File: config.mk
export PLATFORM = sky130hd
export DESIGN_NAME = io_uart_peripheral_flat
export DESIGN_NICKNAME = d
export VERILOG_FILES = /design/src/rtl/io_uart_peripheral_pkg.sv /design/src/rtl/io_uart_peripheral_if.sv /design/src/rtl/io_uart_peripheral_serializer.sv /design/src/rtl/io_uart_peripheral.sv /design/src/flat_wrapper.sv
export SDC_FILE = /design/constraint.sdc
export NUM_CORES = 1
export LEC_CHECK = 0
export CAP_MARGIN = 0
export CORE_MARGIN = 4
export CORE_UTILIZATION = 61
export CTS_CLUSTER_SIZE = 10
export DETAILED_ROUTE_END_ITERATION = 10
export PLACE_DENSITY_LB_ADDON = 0.1
export SETUP_SLACK_MARGIN = 0.3
export SLEW_MARGIN = 20
export SYNTH_ARGS = -nofsm -noshare
export SYNTH_HDL_FRONTEND = slang
export SYNTH_SLANG_ARGS = --single-unit
File: constraint.sdc
create_clock -name clock -period 6.2 [get_ports clock]
set_input_delay 0.62 -clock clock [delete_from_list [all_inputs] [get_ports clock]]
set_output_delay 0.62 -clock clock [all_outputs]
set_load 0.05 [all_outputs]
File: src/rtl/io_uart_peripheral_pkg.sv
// rtl/io_uart_peripheral_pkg.sv - shared io-space decode constants for the UART/LED/tick peripheral
package io_uart_peripheral_pkg;

    localparam int CPU_WIDTH = 16;

    localparam logic [1:0] IO_TXDATA = 2'd0;
    localparam logic [1:0] IO_STATUS = 2'd1;
    localparam logic [1:0] IO_LEDS   = 2'd2;
    localparam logic [1:0] IO_TICKS  = 2'd3;

    localparam int ST_FULL     = 0;
    localparam int ST_EMPTY    = 1;
    localparam int ST_BUSY     = 2;
    localparam int ST_OVERFLOW = 3;

    typedef enum logic [1:0] {
        TX_IDLE,
        TX_START,
        TX_DATA,
        TX_STOP
    } tx_state_e;

    // io space is anything outside the bottom quarter of the address map
    function automatic logic io_sel(input logic [CPU_WIDTH-1:0] addr);
        return addr[CPU_WIDTH-1 -: 2] != 2'b00;
    endfunction

endpackage

File: src/rtl/io_uart_peripheral_if.sv
// rtl/io_uart_peripheral_if.sv - CPU io bus between the stack CPU and its io responders
interface io_uart_peripheral_if
    import io_uart_peripheral_pkg::*;
#(
    parameter int DATA_WIDTH = CPU_WIDTH
);
    logic [DATA_WIDTH-1:0] io_addr;
    logic                  io_write;
    logic [DATA_WIDTH-1:0] io_wr_data;
    logic [DATA_WIDTH-1:0] io_rd_data;

    modport master (output io_addr, output io_write, output io_wr_data, input  io_rd_data);
    modport slave  (input  io_addr, input  io_write, input  io_wr_data, output io_rd_data);
endinterface

File: src/rtl/io_uart_peripheral_serializer.sv
// rtl/io_uart_peripheral_serializer.sv - 8N1 UART transmit state machine with registered line output
module uart_tx_serializer
    import io_uart_peripheral_pkg::*;
#(
    parameter int CLKS_PER_BIT = 217
) (
    input  logic       clock,
    input  logic       reset,
    input  logic       valid_i,
    input  logic [7:0] data_i,
    output logic       pop_o,
    output logic       tx_o,
    output logic       busy_o
);
    localparam int BW = (CLKS_PER_BIT > 1) ? $clog2(CLKS_PER_BIT) : 1;

    tx_state_e   state_q, state_d;
    logic [BW-1:0] baud_q, baud_d;
    logic [2:0]  bit_q, bit_d;
    logic [7:0]  shift_q, shift_d;
    logic        tx_q, tx_d;
    logic        baud_last;

    assign baud_last = (baud_q == BW'(CLKS_PER_BIT - 1));

    always_ff @(posedge clock or posedge reset) begin
        if (reset) begin
            state_q <= TX_IDLE;
            baud_q  <= '0;
            bit_q   <= '0;
            shift_q <= '0;
            tx_q    <= 1'b1;
        end else begin
            state_q <= state_d;
            baud_q  <= baud_d;
            bit_q   <= bit_d;
            shift_q <= shift_d;
            tx_q    <= tx_d;
        end
    end

    // The line register follows the state one clock later, giving the
    // two-clock write-to-start-bit latency while staying glitch-free.
    always_comb begin
        state_d = state_q;
        baud_d  = baud_q;
        bit_d   = bit_q;
        shift_d = shift_q;
        pop_o   = 1'b0;
        tx_d    = 1'b1;
        case (state_q)
            TX_IDLE: begin
                tx_d = 1'b1;
                if (valid_i) begin
                    pop_o   = 1'b1;
                    shift_d = data_i;
                    baud_d  = '0;
                    state_d = TX_START;
                end
            end
            TX_START: begin
                tx_d = 1'b0;
                if (baud_last) begin
                    baud_d  = '0;
                    bit_d   = '0;
                    state_d = TX_DATA;
                end else begin
                    baud_d = baud_q + 1'b1;
                end
            end
            TX_DATA: begin
                tx_d = shift_q[0];
                if (baud_last) begin
                    baud_d  = '0;
                    shift_d = {1'b0, shift_q[7:1]};
                    if (bit_q == 3'd7) begin
                        state_d = TX_STOP;
                    end else begin
                        bit_d = bit_q + 1'b1;
                    end
                end else begin
                    baud_d = baud_q + 1'b1;
                end
            end
            TX_STOP: begin
                tx_d = 1'b1;
                if (baud_last) begin
                    baud_d = '0;
                    // chain straight into the next frame so queued bytes leave no idle gap
                    if (valid_i) begin
                        pop_o   = 1'b1;
                        shift_d = data_i;
                        state_d = TX_START;
                    end else begin
                        state_d = TX_IDLE;
                    end
                end else begin
                    baud_d = baud_q + 1'b1;
                end
            end
            default: state_d = TX_IDLE;
        endcase
    end

    assign tx_o   = tx_q;
    assign busy_o = (state_q != TX_IDLE);

endmodule

File: src/rtl/io_uart_peripheral.sv
// rtl/io_uart_peripheral.sv - io-bus responder: UART TX FIFO, LED register and millisecond tick counter
module io_uart_peripheral
    import io_uart_peripheral_pkg::*;
#(
    parameter int DATA_WIDTH   = CPU_WIDTH,
    parameter int CLKS_PER_BIT = 217,
    parameter int FIFO_AW      = 2,
    parameter int TICK_DIV     = 25000
) (
    input  logic                  clock,
    input  logic                  reset,
    io_uart_peripheral_if.slave   bus,
    output logic                  uart_tx,
    output logic [3:0]            leds
);
    localparam int DEPTH = 1 << FIFO_AW;
    localparam int PW    = (TICK_DIV > 1) ? $clog2(TICK_DIV) : 1;

    logic [7:0]         fifo_mem_q [DEPTH];
    logic [FIFO_AW-1:0] wr_ptr_q, wr_ptr_d, rd_ptr_q, rd_ptr_d;
    logic [FIFO_AW:0]   count_q, count_d;
    logic               overflow_q, overflow_d;
    logic [3:0]         leds_q, leds_d;
    logic [PW-1:0]      presc_q, presc_d;
    logic [15:0]        ticks_q, ticks_d;

    logic sel, wr_en, wr_txdata, wr_status, wr_leds, wr_ticks;
    logic fifo_empty, fifo_full, push, pop, ser_busy, presc_wrap;
    logic [1:0] offset;
    logic [3:0] status;
    logic unused_bits;

    assign sel       = io_sel(CPU_WIDTH'(bus.io_addr));
    assign offset    = bus.io_addr[1:0];
    assign wr_en     = sel && bus.io_write;
    assign wr_txdata = wr_en && (offset == IO_TXDATA);
    assign wr_status = wr_en && (offset == IO_STATUS);
    assign wr_leds   = wr_en && (offset == IO_LEDS);
    assign wr_ticks  = wr_en && (offset == IO_TICKS);
    assign unused_bits = ^{bus.io_addr[DATA_WIDTH-3:2], bus.io_wr_data[DATA_WIDTH-1:8]};

    assign fifo_empty = (count_q == '0);
    assign fifo_full  = (count_q == (FIFO_AW+1)'(DEPTH));
    // a full FIFO still accepts a byte when the serializer drains one in the same cycle
    assign push       = wr_txdata && (!fifo_full || pop);
    assign presc_wrap = (presc_q == PW'(TICK_DIV - 1));

    uart_tx_serializer #(
        .CLKS_PER_BIT(CLKS_PER_BIT)
    ) u_ser (
        .clock  (clock),
        .reset  (reset),
        .valid_i(!fifo_empty),
        .data_i (fifo_mem_q[rd_ptr_q]),
        .pop_o  (pop),
        .tx_o   (uart_tx),
        .busy_o (ser_busy)
    );

    always_comb begin
        wr_ptr_d   = push ? wr_ptr_q + 1'b1 : wr_ptr_q;
        rd_ptr_d   = pop  ? rd_ptr_q + 1'b1 : rd_ptr_q;
        count_d    = count_q;
        if (push && !pop) count_d = count_q + 1'b1;
        if (pop && !push) count_d = count_q - 1'b1;
        overflow_d = overflow_q;
        if (wr_status && bus.io_wr_data[ST_OVERFLOW]) overflow_d = 1'b0;
        if (wr_txdata && !push) overflow_d = 1'b1;
        leds_d     = wr_leds ? bus.io_wr_data[3:0] : leds_q;
        presc_d    = presc_wrap ? '0 : presc_q + 1'b1;
        ticks_d    = presc_wrap ? ticks_q + 1'b1 : ticks_q;
        if (wr_ticks) begin
            presc_d = '0;
            ticks_d = '0;
        end
    end

    always_ff @(posedge clock or posedge reset) begin
        if (reset) begin
            wr_ptr_q   <= '0;
            rd_ptr_q   <= '0;
            count_q    <= '0;
            overflow_q <= 1'b0;
            leds_q     <= '0;
            presc_q    <= '0;
            ticks_q    <= '0;
        end else begin
            wr_ptr_q   <= wr_ptr_d;
            rd_ptr_q   <= rd_ptr_d;
            count_q    <= count_d;
            overflow_q <= overflow_d;
            leds_q     <= leds_d;
            presc_q    <= presc_d;
            ticks_q    <= ticks_d;
        end
    end

    always_ff @(posedge clock) begin
        if (push) fifo_mem_q[wr_ptr_q] <= bus.io_wr_data[7:0];
    end

    always_comb begin
        status              = '0;
        status[ST_FULL]     = fifo_full;
        status[ST_EMPTY]    = fifo_empty;
        status[ST_BUSY]     = ser_busy;
        status[ST_OVERFLOW] = overflow_q;
        bus.io_rd_data      = '0;
        if (sel) begin
            case (offset)
                IO_STATUS: bus.io_rd_data = DATA_WIDTH'(status);
                IO_LEDS:   bus.io_rd_data = DATA_WIDTH'(leds_q);
                IO_TICKS:  bus.io_rd_data = DATA_WIDTH'(ticks_q);
                default:   bus.io_rd_data = '0;
            endcase
        end
    end

    assign leds = leds_q;

endmodule

File: src/flat_wrapper.sv
// flat-port wrapper written by rule: the top's interface ports become plain ports
module io_uart_peripheral_flat import io_uart_peripheral_pkg::*;
#(
    parameter int DATA_WIDTH   = CPU_WIDTH,
    parameter int CLKS_PER_BIT = 217,
    parameter int FIFO_AW      = 2,
    parameter int TICK_DIV     = 25000
)
  (clock, reset, uart_tx, leds, bus_io_addr, bus_io_write, bus_io_wr_data, bus_io_rd_data);
  io_uart_peripheral_if #(.DATA_WIDTH(DATA_WIDTH)) bus_i ();
  input  logic clock;
  input  logic reset;
  output logic uart_tx;
  output logic [3:0] leds;
  input wire logic [$bits(bus_i.io_addr)-1:0] bus_io_addr;
  input wire logic [$bits(bus_i.io_write)-1:0] bus_io_write;
  input wire logic [$bits(bus_i.io_wr_data)-1:0] bus_io_wr_data;
  output wire logic [$bits(bus_i.io_rd_data)-1:0] bus_io_rd_data;
  assign bus_i.io_addr = bus_io_addr;
  assign bus_i.io_write = bus_io_write;
  assign bus_i.io_wr_data = bus_io_wr_data;
  assign bus_io_rd_data = bus_i.io_rd_data;
  io_uart_peripheral #(.DATA_WIDTH(DATA_WIDTH), .CLKS_PER_BIT(CLKS_PER_BIT), .FIFO_AW(FIFO_AW), .TICK_DIV(TICK_DIV)) u_core (.clock(clock), .reset(reset), .bus(bus_i), .uart_tx(uart_tx), .leds(leds));
endmodule
==> results.md, run 1 <==
- Share of the synthesized area in the top cell type: approximately a third
- Max FO, Critical Path: 10
- Number of nets in the layout: between 500 and 600
- Final Max Slew Viols: 0
- Syn nets: ~470
- Most frequent CP cell: clkdlybuf4s50_1
- Max-capacitance violation count: 0
- CTS tree: built
- IO buf count: 35
- CTS clock-pin slew for the worst setup and hold paths: 0.09 ns
- Row cnt: 32
- Post_cts resized: 0
- Maximum vdd drop: between 0.15 and 0.2 mV
- Status: completed
- Drt drc: 0
- CTS Buf Count: 9
- Initial Util: 63.1%
- TNS Setup: 0 ns
- Cell Area, Synth: about 5000 sq um
- Most frequent cells in the layout: 64 x dfrtp_1, 38 x nor2_1, 35 x clkdlybuf4s50_1
- Worst-Margin Slew: roughly 0.81 ns
- Synth warn: 0
- Placed cell area: 5330 sq um
- Initial DRT Pass Iterations: 6
- Initial antenna violation count: 0
- Die width: ~98 um
- # clock sinks: 97
- ANT nets after route: 0
- Crit. End Element: output pin
- Core area: 7770 sq um
- Worst path required time: approximately 5.6 ns
- Largest net degree at the start of global routing: 66
- P&R area growth vs syn: 13.0%
- Register area share after synthesis: a little over half
- Via density: between 5 and 6
- Register area: around 2600 sq um
- First-pass GRT wire length: approximately 17 mm
- Crit path cell chain: clkdlybuf4s50_1 > nor2b_1 > a22oi_1 > nor2_1 > clkdlybuf4s50_1
- DIE HEIGHT: roughly 98 um
- GRT Overall Usage: between 20% and 30%
- RD Place Congestion: ~0.83
- ANT cells: 0
- Number of flops mapped to enable cells by yosys: 32
- Yosys reg bits: 97
- Number of global-route vias before repair: around 3,400
- Async S/R FF share, synth: between 60% and 70%
- Setup violations, final: 0
- Fmax: 293 MHz
- Hold Vio Cnt, Final: 0
- Syn avg cell area: about 12 sq um
- Most common cell after layout, fill and taps aside: dfrtp_1
- Yosys cell types: 52
- Global route total overflow: 0
- Slowest CP cell: clkdlybuf4s50_1
- Unrepaired setup endpoints after global routing: no
- Fillers: around 560
- Worst Skew: about 0.019 ns
- Area leader, netlist: dfrtp_1
- Worst EP arrival: around 2.8 ns
- Fin crit share: a little over half
- Post-DP HPWL: approximately 6.7 mm
- Initial DRC Count: around 140
- Clk_lat worst skew: between 0.3 and 0.4 ns
- Minimum clock period: ~3.4 ns
- H-Tree Depth: 3
- Worst setup SP type: input port
- Clk Tree Root Cell: clkbuf_8
- Avg WL per Cell: around 17 um
- Slew Limit Headroom: between 40% and 50%
- Multi-input logic area: around 2200 sq um
- Die ar.: between 9000 and 10,000 sq um
- Leakage dissipation: between 2 and 2.5 nW
- Vias: roughly 3,300
- Layout cell share with drive strength beyond 1: 13.6%
- CP peak stage delay: ~0.84 ns
- Post-CTS Setup Bufs: 0
- Primary FF master, synth: dfrtp_1
- Worst Setup Path Type: in -> out
- I/O pins: 56
- Top cells by area, synth: dfrtp_1 33%, edfxtp_1 20%, mux2_2 5.3%
- Hold/Removal Path Class: reg -> reg
- Post-Synthesis Cells: ~420
- Post-route cell area: 5540 sq um
- Cell area power density: ~260 nW/um^2
- Final wirelength: 9.62 mm
- Clk buf depth: 2
- Hold_buf cts: 0
[logic make-up (layout without fill, tap and decap cells)]
| logic type | count (synthesis) | count (layout) | synth area share [%] |
|---|---|---|---|
| compound gates | 55 | 55 | 7.45 |
| xor+xnor | 26 | 26 | 4.64 |
| fa+ha+maj | 18 | 18 | 4.74 |
| buf+inv | 38 | 75 | 3.14 |
| flops | 97 | 97 | 52.8 |
| mux | 34 | 34 | 9.57 |
| simple gates | 150 | 150 | 17.7 |
[layer usage]
| metal | vias up | GRT usage [%] | routed length, um |
|---|---|---|---|
| li1 | 1593 | - | - |
| met1 | 1664 | 29.3 | 4290 |
| met2 | 49 | 35.5 | 4950 |
| met3 | 13 | 4.24 | 278 |
| met4 | 0 | 5.43 | 110 |
| met5 | - | 0 | 0 |
[synth_stat cells, types with 2 or more instances]
master / number
dfrtp_1: 64
nor2_1: 38
edfxtp_1: 32
mux2_2: 23
nand2_1: 23
inv_1: 22
a21oi_1: 17
ha_1: 17
xnor2_1: 15
and2_1: 14
nand4_1: 13
clkbuf_1: 11
xor2_1: 11
nand3_1: 10
o21ai_0: 10
o31ai_1: 10
or4_1: 10
mux4_2: 8
nor3_1: 8
a22oi_1: 4
and3_1: 4
nor4_1: 4
or3_1: 4
a22o_1: 3
and4_1: 3
buf_2: 3
mux2i_1: 3
nor3b_1: 3
a221o_1: 2
a41oi_1: 2
and4b_1: 2
nor2b_1: 2
nor4b_1: 2
nor4b_4: 2
or2_2: 2
[path summary, 6_finish.rpt]
check	from	endpoint	slack (ns)	depth (start not counted)
max	bus_io_addr[0]	bus_io_rd_data[0]	2.79	5
min	u_core.presc_q[0]$_DFF_PP0_	u_core.presc_q[0]$_DFF_PP0_	0.50	1
max reg2reg	u_core.u_ser.state_q[0]$_DFFE_PP0P_	u_core.fifo_mem_q[2][3]$_DFFE_PP_	3.44	5
min reg2reg	u_core.presc_q[0]$_DFF_PP0_	u_core.presc_q[0]$_DFF_PP0_	0.50	1
max in group asynchronous	reset	u_core.ticks_q[3]$_DFFE_PP0P_	4.87	3
min in group asynchronous	reset	u_core.presc_q[7]$_DFF_PP0_	0.80	3
[stage by stage]
step | power (mW) | hold slack (ns) | cells | worst slack [ns] | util, %
detailed placement | 1.01 | 0.484 | 541 | 2.82 | 68.6
global placement | 0.987 | 0.453 | 541 | 2.83 | 68.5
CTS | 1.44 | 0.499 | 557 | 2.80 | 71.3
global route | 1.50 | 0.515 | 557 | 2.67 | 71.3
floorplan | 0.923 | 0.433 | 418 | 3.65 | -
finish | 1.43 | 0.499 | 557 | 2.79 | 71.3
[layout make-up]
type / count / share of cell area (%)
tap: 102 / 2.30
sequential: 97 / 46.7
clock buffer: 9 / 2.24
timing repair buffer: 36 / 6.46
multi-input combinational: 283 / 39.1
clock inverter: 7 / 1.60
inverter: 23 / 1.56
[power by group]
group	internal, mW	switching [mW]	total [mW]
registers	0.714	0.0579	0.772
clock network	0.198	0.242	0.439
logic	0.0911	0.130	0.221
total	1.00	0.429	1.43
[flip-flops by register name, summed over array words and instances, names as in the netlist]
register / flops
u_core.overflow_q: 1
u_core.wr_ptr_q: 2
u_core.ticks_q: 16
u_core.leds: 4
u_core.presc_q: 15
u_core.u_ser.state_q: 2
u_core.count_q: 3
u_core.fifo_mem_q: 32
u_core.u_ser.tx_o: 1
u_core.u_ser.baud_q: 8
u_core.rd_ptr_q: 2
u_core.u_ser.shift_q: 8
u_core.u_ser.bit_q: 3
[critical path: cells and delay by family]
family / cells / cell delay, ns
buffers and inverters: 2 / 1.53
AND/OR/NAND/NOR: 2 / 0.49
AO/OA/AOI/OAI: 1 / 0.13
(Power assumes the default switching activity.)
==> run 2, diff against run 1 <==
- CORE_UTILIZATION: 61 -> 51
- clock period: 6.2 -> 2.9 ns (I/O delays scaled with it)
==> run 2 against run 1 <==
  * Global-route usage down 2.9 points
  * Non-clock buffer count increased by 12
  * Sequential power rose by 110%
  * Clock skew shrank 0.0040 ns
==> results.md, run 2 (synthesized netlist as in run 1, its figures left out) <==
- Status: completed
- Number of global-route vias before repair: 3,495
- Initial DRC Count: between 100 and 150
- Drt drc: 0
- CTS tree: built
- Slowest CP cell: dfrtp_2
- Initial Util: between 50% and 60%
- Buf/Inv on CP: 1
- Die ar.: approximately 11,000 sq um
- Hold/Removal Path Class: in -> async
- Post-DP HPWL: approximately 6.9 mm
- Setup violations, final: 0
- Layout cell share with drive strength beyond 1: 20.1%
- Vias: about 3,300
- Hold_buf cts: 0
- Clock share of power: between 20 and 30%
- Clk buf depth: 2
- P&R area growth vs syn: 15.1%
- Worst hold slack: about 0.30 ns
- Largest reg by FF count: u_core.fifo_mem_q
- RD Place Congestion: 0.793
- CTS clock-pin slew for the worst setup and hold paths: 0.11 ns
- DIE HEIGHT: between 100 and 150 um
- Via density: around 5.6
- Initial DRT Pass Iterations: 4
- Minimum clock period: between 2 and 2.5 ns
- Maximum vdd drop: approximately 0.34 mV
- ANT nets after route: 0
- I/O pins: 56
- Worst Skew: around 0.015 ns
- Row cnt: 35
- Worst path required time: roughly 3.2 ns
- Crit path cell chain: and4bb_2 > a41oi_1 > nor3_2 > ha_1 > inv_1 > fa_1 > xor2_1 > nor2_1 > xor2_1
- Post_cts resized: 0
- Slew Limit Headroom: between 50% and 60%
- Clk_lat worst skew: 0.37 ns
- Hold Vio Cnt, Final: 0
- Multi-input logic area: about 2200 sq um
- Seq pwr share: 54.1%
- GRT Overall Usage: a little under a fifth
- Max reg flops: 32
- Worst-Margin Slew: between 0.7 and 0.8 ns
- P_sw: 0.951 mW
- Crit. End Element: flip-flop
- Max FO, Critical Path: 7
- Internal Power: between 2 and 2.5 mW
- Switching share of power: between 30% and 40%
- Die width: 106 um
- First-pass GRT wire length: between 15 and 20 mm
- Crit path max-delay family: simple AND/OR/NAND/NOR gates
- Avg WL per Cell: roughly 16 um
- Largest regs: u_core.fifo_mem_q x32, u_core.ticks_q x16, u_core.presc_q x15
- Clk Tree Root Cell: clkbuf_8
- Fillers: between 700 and 800
- Unrepaired setup endpoints after global routing: no
- Fmax: 419 MHz
- Worst setup SP type: flip-flop
- IO buf count: 35
- # clock sinks: between 90 and 100
- Max-capacitance violation count: 0
- Worst Setup Path Type: reg -> reg
- Initial antenna violation count: 0
- Most common cell after layout, fill and taps aside: dfrtp_1
- Most frequent CP cell: xor2_1
- Global route total overflow: 0
- Number of nets in the layout: ~520
- Worst EP arrival: between 2 and 3 ns
- Leakage dissipation: 2.28 nW
- CTS Buf Count: 9
- TNS Setup: 0 ns
- Fin crit share: between 80 and 90%
- Core area: roughly 9300 sq um
- H-Tree Depth: 3
- Most frequent cells in the layout: 63 x dfrtp_1, 38 x nor2_1, 32 x edfxtp_1
- Largest net degree at the start of global routing: 29
- Final wirelength: about 9.7 mm
- Post-CTS Setup Bufs: 0
- Register area: around 2600 sq um
- Final Max Slew Viols: 0
- Combinational power share: between 15 and 20%
- CP peak stage delay: approximately 0.47 ns
- Cell area power density: roughly 540 nW/um^2
- ANT cells: 0
run 2: final timing paths:
path | from | end | slack [ns] | cells past startpoint
max | u_core.u_ser.baud_q[2]$_DFFE_PP0P_ | u_core.count_q[2]$_DFFE_PP0P_ | 0.51 | 9
min | reset | u_core.u_ser.baud_q[3]$_DFFE_PP0P_ | 0.30 | 2
max reg2reg | u_core.u_ser.baud_q[2]$_DFFE_PP0P_ | u_core.count_q[2]$_DFFE_PP0P_ | 0.51 | 9
min reg2reg | u_core.presc_q[0]$_DFF_PP0_ | u_core.presc_q[0]$_DFF_PP0_ | 0.48 | 1
max in group asynchronous | reset | u_core.leds[0]$_DFFE_PP0P_ | 1.87 | 3
min in group clock | u_core.presc_q[0]$_DFF_PP0_ | u_core.presc_q[0]$_DFF_PP0_ | 0.48 | 1
run 2: metal layers:
layer	part of all wire (%)	global-route usage (%)	up-vias
li1	-	-	1621
met5	0	0	-
met3	3.0	3.34	10
met4	1.1	5.09	0
met2	49	30.8	60
met1	47	25.3	1646
run 2: final cells by class:
class | count | share of cell area (%)
Clock inverter | 7 | 1.48
Timing Repair Buffer | 48 | 7.22
Tap cell | 129 | 2.86
Inverter | 23 | 1.53
Multi-Input combinational cell | 283 | 38.8
Sequential cell | 97 | 45.9
Clock buffer | 9 | 2.19
run 2: stage by stage:
stage	util (%)	instances	instance area [sq um]	worst slack [ns]	power (mW)
after floorplan	-	418	4900	0.526	1.97
after global placement	58.2	580	5410	0.346	2.13
after detailed placement	58.2	580	5410	0.208	2.16
after CTS	60.5	596	5610	0.336	3.07
after global routing	60.8	596	5650	0.315	3.20
final	60.8	596	5650	0.514	3.04
run 2: worst reg2reg max path, cell delays in order, from the launching register on:
cell and delay (ns):
dfrtp_2 0.47, and4bb_2 0.35, a41oi_1 0.18, nor3_2 0.19
ha_1 0.22, inv_1 0.07, fa_1 0.42, xor2_1 0.16
nor2_1 0.11, xor2_1 0.14
run 2: power groups by stage:
stage                     Combinational [mW]  Clock [mW]  Sequential [mW]
final                                  0.488       0.905             1.64
after global routing                   0.547       0.992             1.66
after CTS                              0.490       0.934             1.64
after detailed placement               0.487           0             1.67
after global placement                 0.466           0             1.67
after floorplan                        0.292           0             1.68
==> run 3, diff against run 2 <==
- CORE_UTILIZATION: 51 -> 56
- clock period: 2.9 -> 2.3 ns (I/O delays scaled with it)
==> run 3 against run 2 <==
  * Worst hold slack worse by 0.058 ns
  * Cell area is 10% higher
  * Maximum frequency is 11% higher
  * Routed wire length is 12% higher
  * Largest cell class unchanged
  * Largest power group unchanged
  * First-iteration DRC count is 84% higher
  * Critical path depth stayed put
  * Critical path type unchanged
  * Sequential power is 27% higher
  * Utilization is 13 points higher
  * Via count is 7.5% higher
  * Die area is 8.3% lower
  * Clock skew is 0.0011 ns lower
==> results.md, run 3 (synthesized netlist as in run 1, its figures left out) <==
- Status: completed
- P&R area growth vs syn: 26.9%
- Most common cell after layout, fill and taps aside: dfrtp_1
- Max-capacitance violation count: 0
- Largest net degree at the start of global routing: 28
- Crit Reg-Reg Endpoint: u_core.count_q[2]$_DFFE_PP0P_
- Crit path max-delay family: simple AND/OR/NAND/NOR gates
- Initial DRC Count: between 150 and 200
- Max FO, Critical Path: 5
- R2R cell count: 9
- CTS tree: built
- Hold/Removal Path Class: in -> async
- Leakage dissipation: roughly 2.5 nW
- Initial DRT Pass Iterations: 4
- Cell area power density: between 600 and 700 nW/um^2
- Drt drc: 0
- Reg2reg start: u_core.count_q[2]$_DFFE_PP0P_
- Placed Instances: between 500 and 600
- Worst setup SP type: flip-flop
- Via density: 5.94
- Fin crit share: slightly above 90%
- Max reg flops: 32
- Worst path required time: 2.60 ns
- Setup violations, final: 0
- Hold_buf cts: 0
- Final Max Slew Viols: 0
- Clk_lat worst skew: 0.38 ns
- CTS Buf Count: 9
- CP peak stage delay: 0.45 ns
- Layout cell share with drive strength beyond 1: about 29%
- IO buf count: 35
- Worst Setup Path Type: reg -> reg
- Worst-Margin Slew: between 0.5 and 0.6 ns
- DIE HEIGHT: ~100 um
- Row cnt: 33
- Slew Limit Headroom: about three fifths
- Final wirelength: about 11 mm
- Most frequent cells in the layout: 64 x dfrtp_1, 35 x buf_4, 33 x nor2_1
- Buf/Inv on CP: 1
- Initial antenna violation count: 0
- Unrepaired setup endpoints after global routing: yes
- Crit. End Element: flip-flop
- Number of nets in the layout: around 550
- Crit path cell chain: nor3b_4 > nand2_1 > o21ai_4 > ha_2 > inv_2 > fa_2 > xor2_1 > nor2_1 > xor2_1
- Clk Tree Root Cell: clkbuf_8
- Post-DP HPWL: approximately 7 mm
- # clock sinks: between 90 and 100
- Fmax: 465 MHz
- WP depth: 9
- Core area: ~8400 sq um
- Maximum vdd drop: approximately 0.43 mV
- Worst hold slack: about 0.24 ns
- ANT nets after route: 0
- Worst Skew: around 0.014 ns
- Minimum clock period: between 2 and 2.5 ns
- Critical Path Sink: u_core.count_q[2]$_DFFE_PP0P_
- Number of global-route vias before repair: around 3,700
- GRT Overall Usage: between 20% and 30%
- Worst EP arrival: between 2 and 2.5 ns
- Slowest CP cell: dfrtp_1
- RD Place Congestion: ~0.8
- Largest regs: u_core.fifo_mem_q x32, u_core.ticks_q x16, u_core.presc_q x15
- Global route total overflow: 0
- Initial Util: 58.5%
- Die width: 102 um
- Layout Cells excl Fill: between 600 and 700
- ANT cells: 0
- Hold Vio Cnt, Final: 0
- CTS clock-pin slew for the worst setup and hold paths: roughly 0.1 ns
- First-pass GRT wire length: between 15 and 20 mm
- CP startpoint: u_core.count_q[2]$_DFFE_PP0P_
- Clk buf depth: 2
- H-Tree Depth: 3
- I/O pins: 56
- Largest reg by FF count: u_core.fifo_mem_q
- Avg WL per Cell: 17.9 um
- Most frequent CP cell: xor2_1
- Vias: 3,586
- Flop-to-flop setup slack: approximately 0.15 ns
- Die ar.: slightly above 10,000 sq um
-- run 3: worst register-to-register path, cell delays in order, from the launching register on --
cell,delay (ns)
dfrtp_1,0.45
nor3b_4,0.35
nand2_1,0.14
o21ai_4,0.16
ha_2,0.21
inv_2,0.04
fa_2,0.33
xor2_1,0.16
nor2_1,0.11
xor2_1,0.14
-- run 3: area by class of cell --
type | instances | area [sq um]
fillers | 557 | 2160
inverters | 23 | 86.3
flip-flops and latches | 97 | 2590
repair buffers | 78 | 871
well taps | 105 | 131
multi-input cells | 285 | 2340
clock inverters | 6 | 83.8
clock buffers | 10 | 128
-- run 3: worst min path at each step --
| stage | start | endpoint | depth (start not counted) |
|---|---|---|---|
| floorplan | bus_io_wr_data[0] | u_core.fifo_mem_q[0][0]$_DFFE_PP_ | 0 |
| global placement | u_core.presc_q[0]$_DFF_PP0_ | u_core.presc_q[0]$_DFF_PP0_ | 1 |
| detailed placement | u_core.presc_q[0]$_DFF_PP0_ | u_core.presc_q[0]$_DFF_PP0_ | 1 |
| CTS | reset | u_core.ticks_q[10]$_DFFE_PP0P_ | 2 |
| global route | reset | u_core.ticks_q[10]$_DFFE_PP0P_ | 2 |
| finish | reset | u_core.presc_q[7]$_DFF_PP0_ | 2 |
-- run 3: power breakdown --
group	leakage, nW	switching, mW	internal, mW
sequential	1.13	0.156	1.92
clock	0.106	0.654	0.530
combinational	1.28	0.426	0.336
total	2.51	1.24	2.79
-- run 3: through the flow --
step | util [%] | power [mW] | worst slack, ns | cell area (sq um) | setup TNS, ns
final | 74.3 | 4.03 | 0.151 | 6220 | 0
after global routing | 74.3 | 4.21 | -0.0116 | 6220 | -0.0116
after CTS | 72.5 | 4.02 | 0.148 | 6070 | 0
after detailed placement | 68.6 | 2.80 | -0.0892 | 5750 | -0.151
after global placement | 68.6 | 2.75 | -0.0437 | 5750 | -0.0437
after floorplan | - | 2.51 | 0.121 | 4970 | 0
-- run 3: repair_timing --
action,CTS,global route
buffers inserted,8,7
cloned,1,1
pin swaps,7,6
resized for setup,13,21
setup endpoints to repair,44,67
-- run 3: layer usage --
metal  GRT usage [%]  part of all wire [%]
met3            3.44                   3.8
met2            36.0                    50
met5               0                     0
met1            30.3                    44
met4            8.59                   1.9
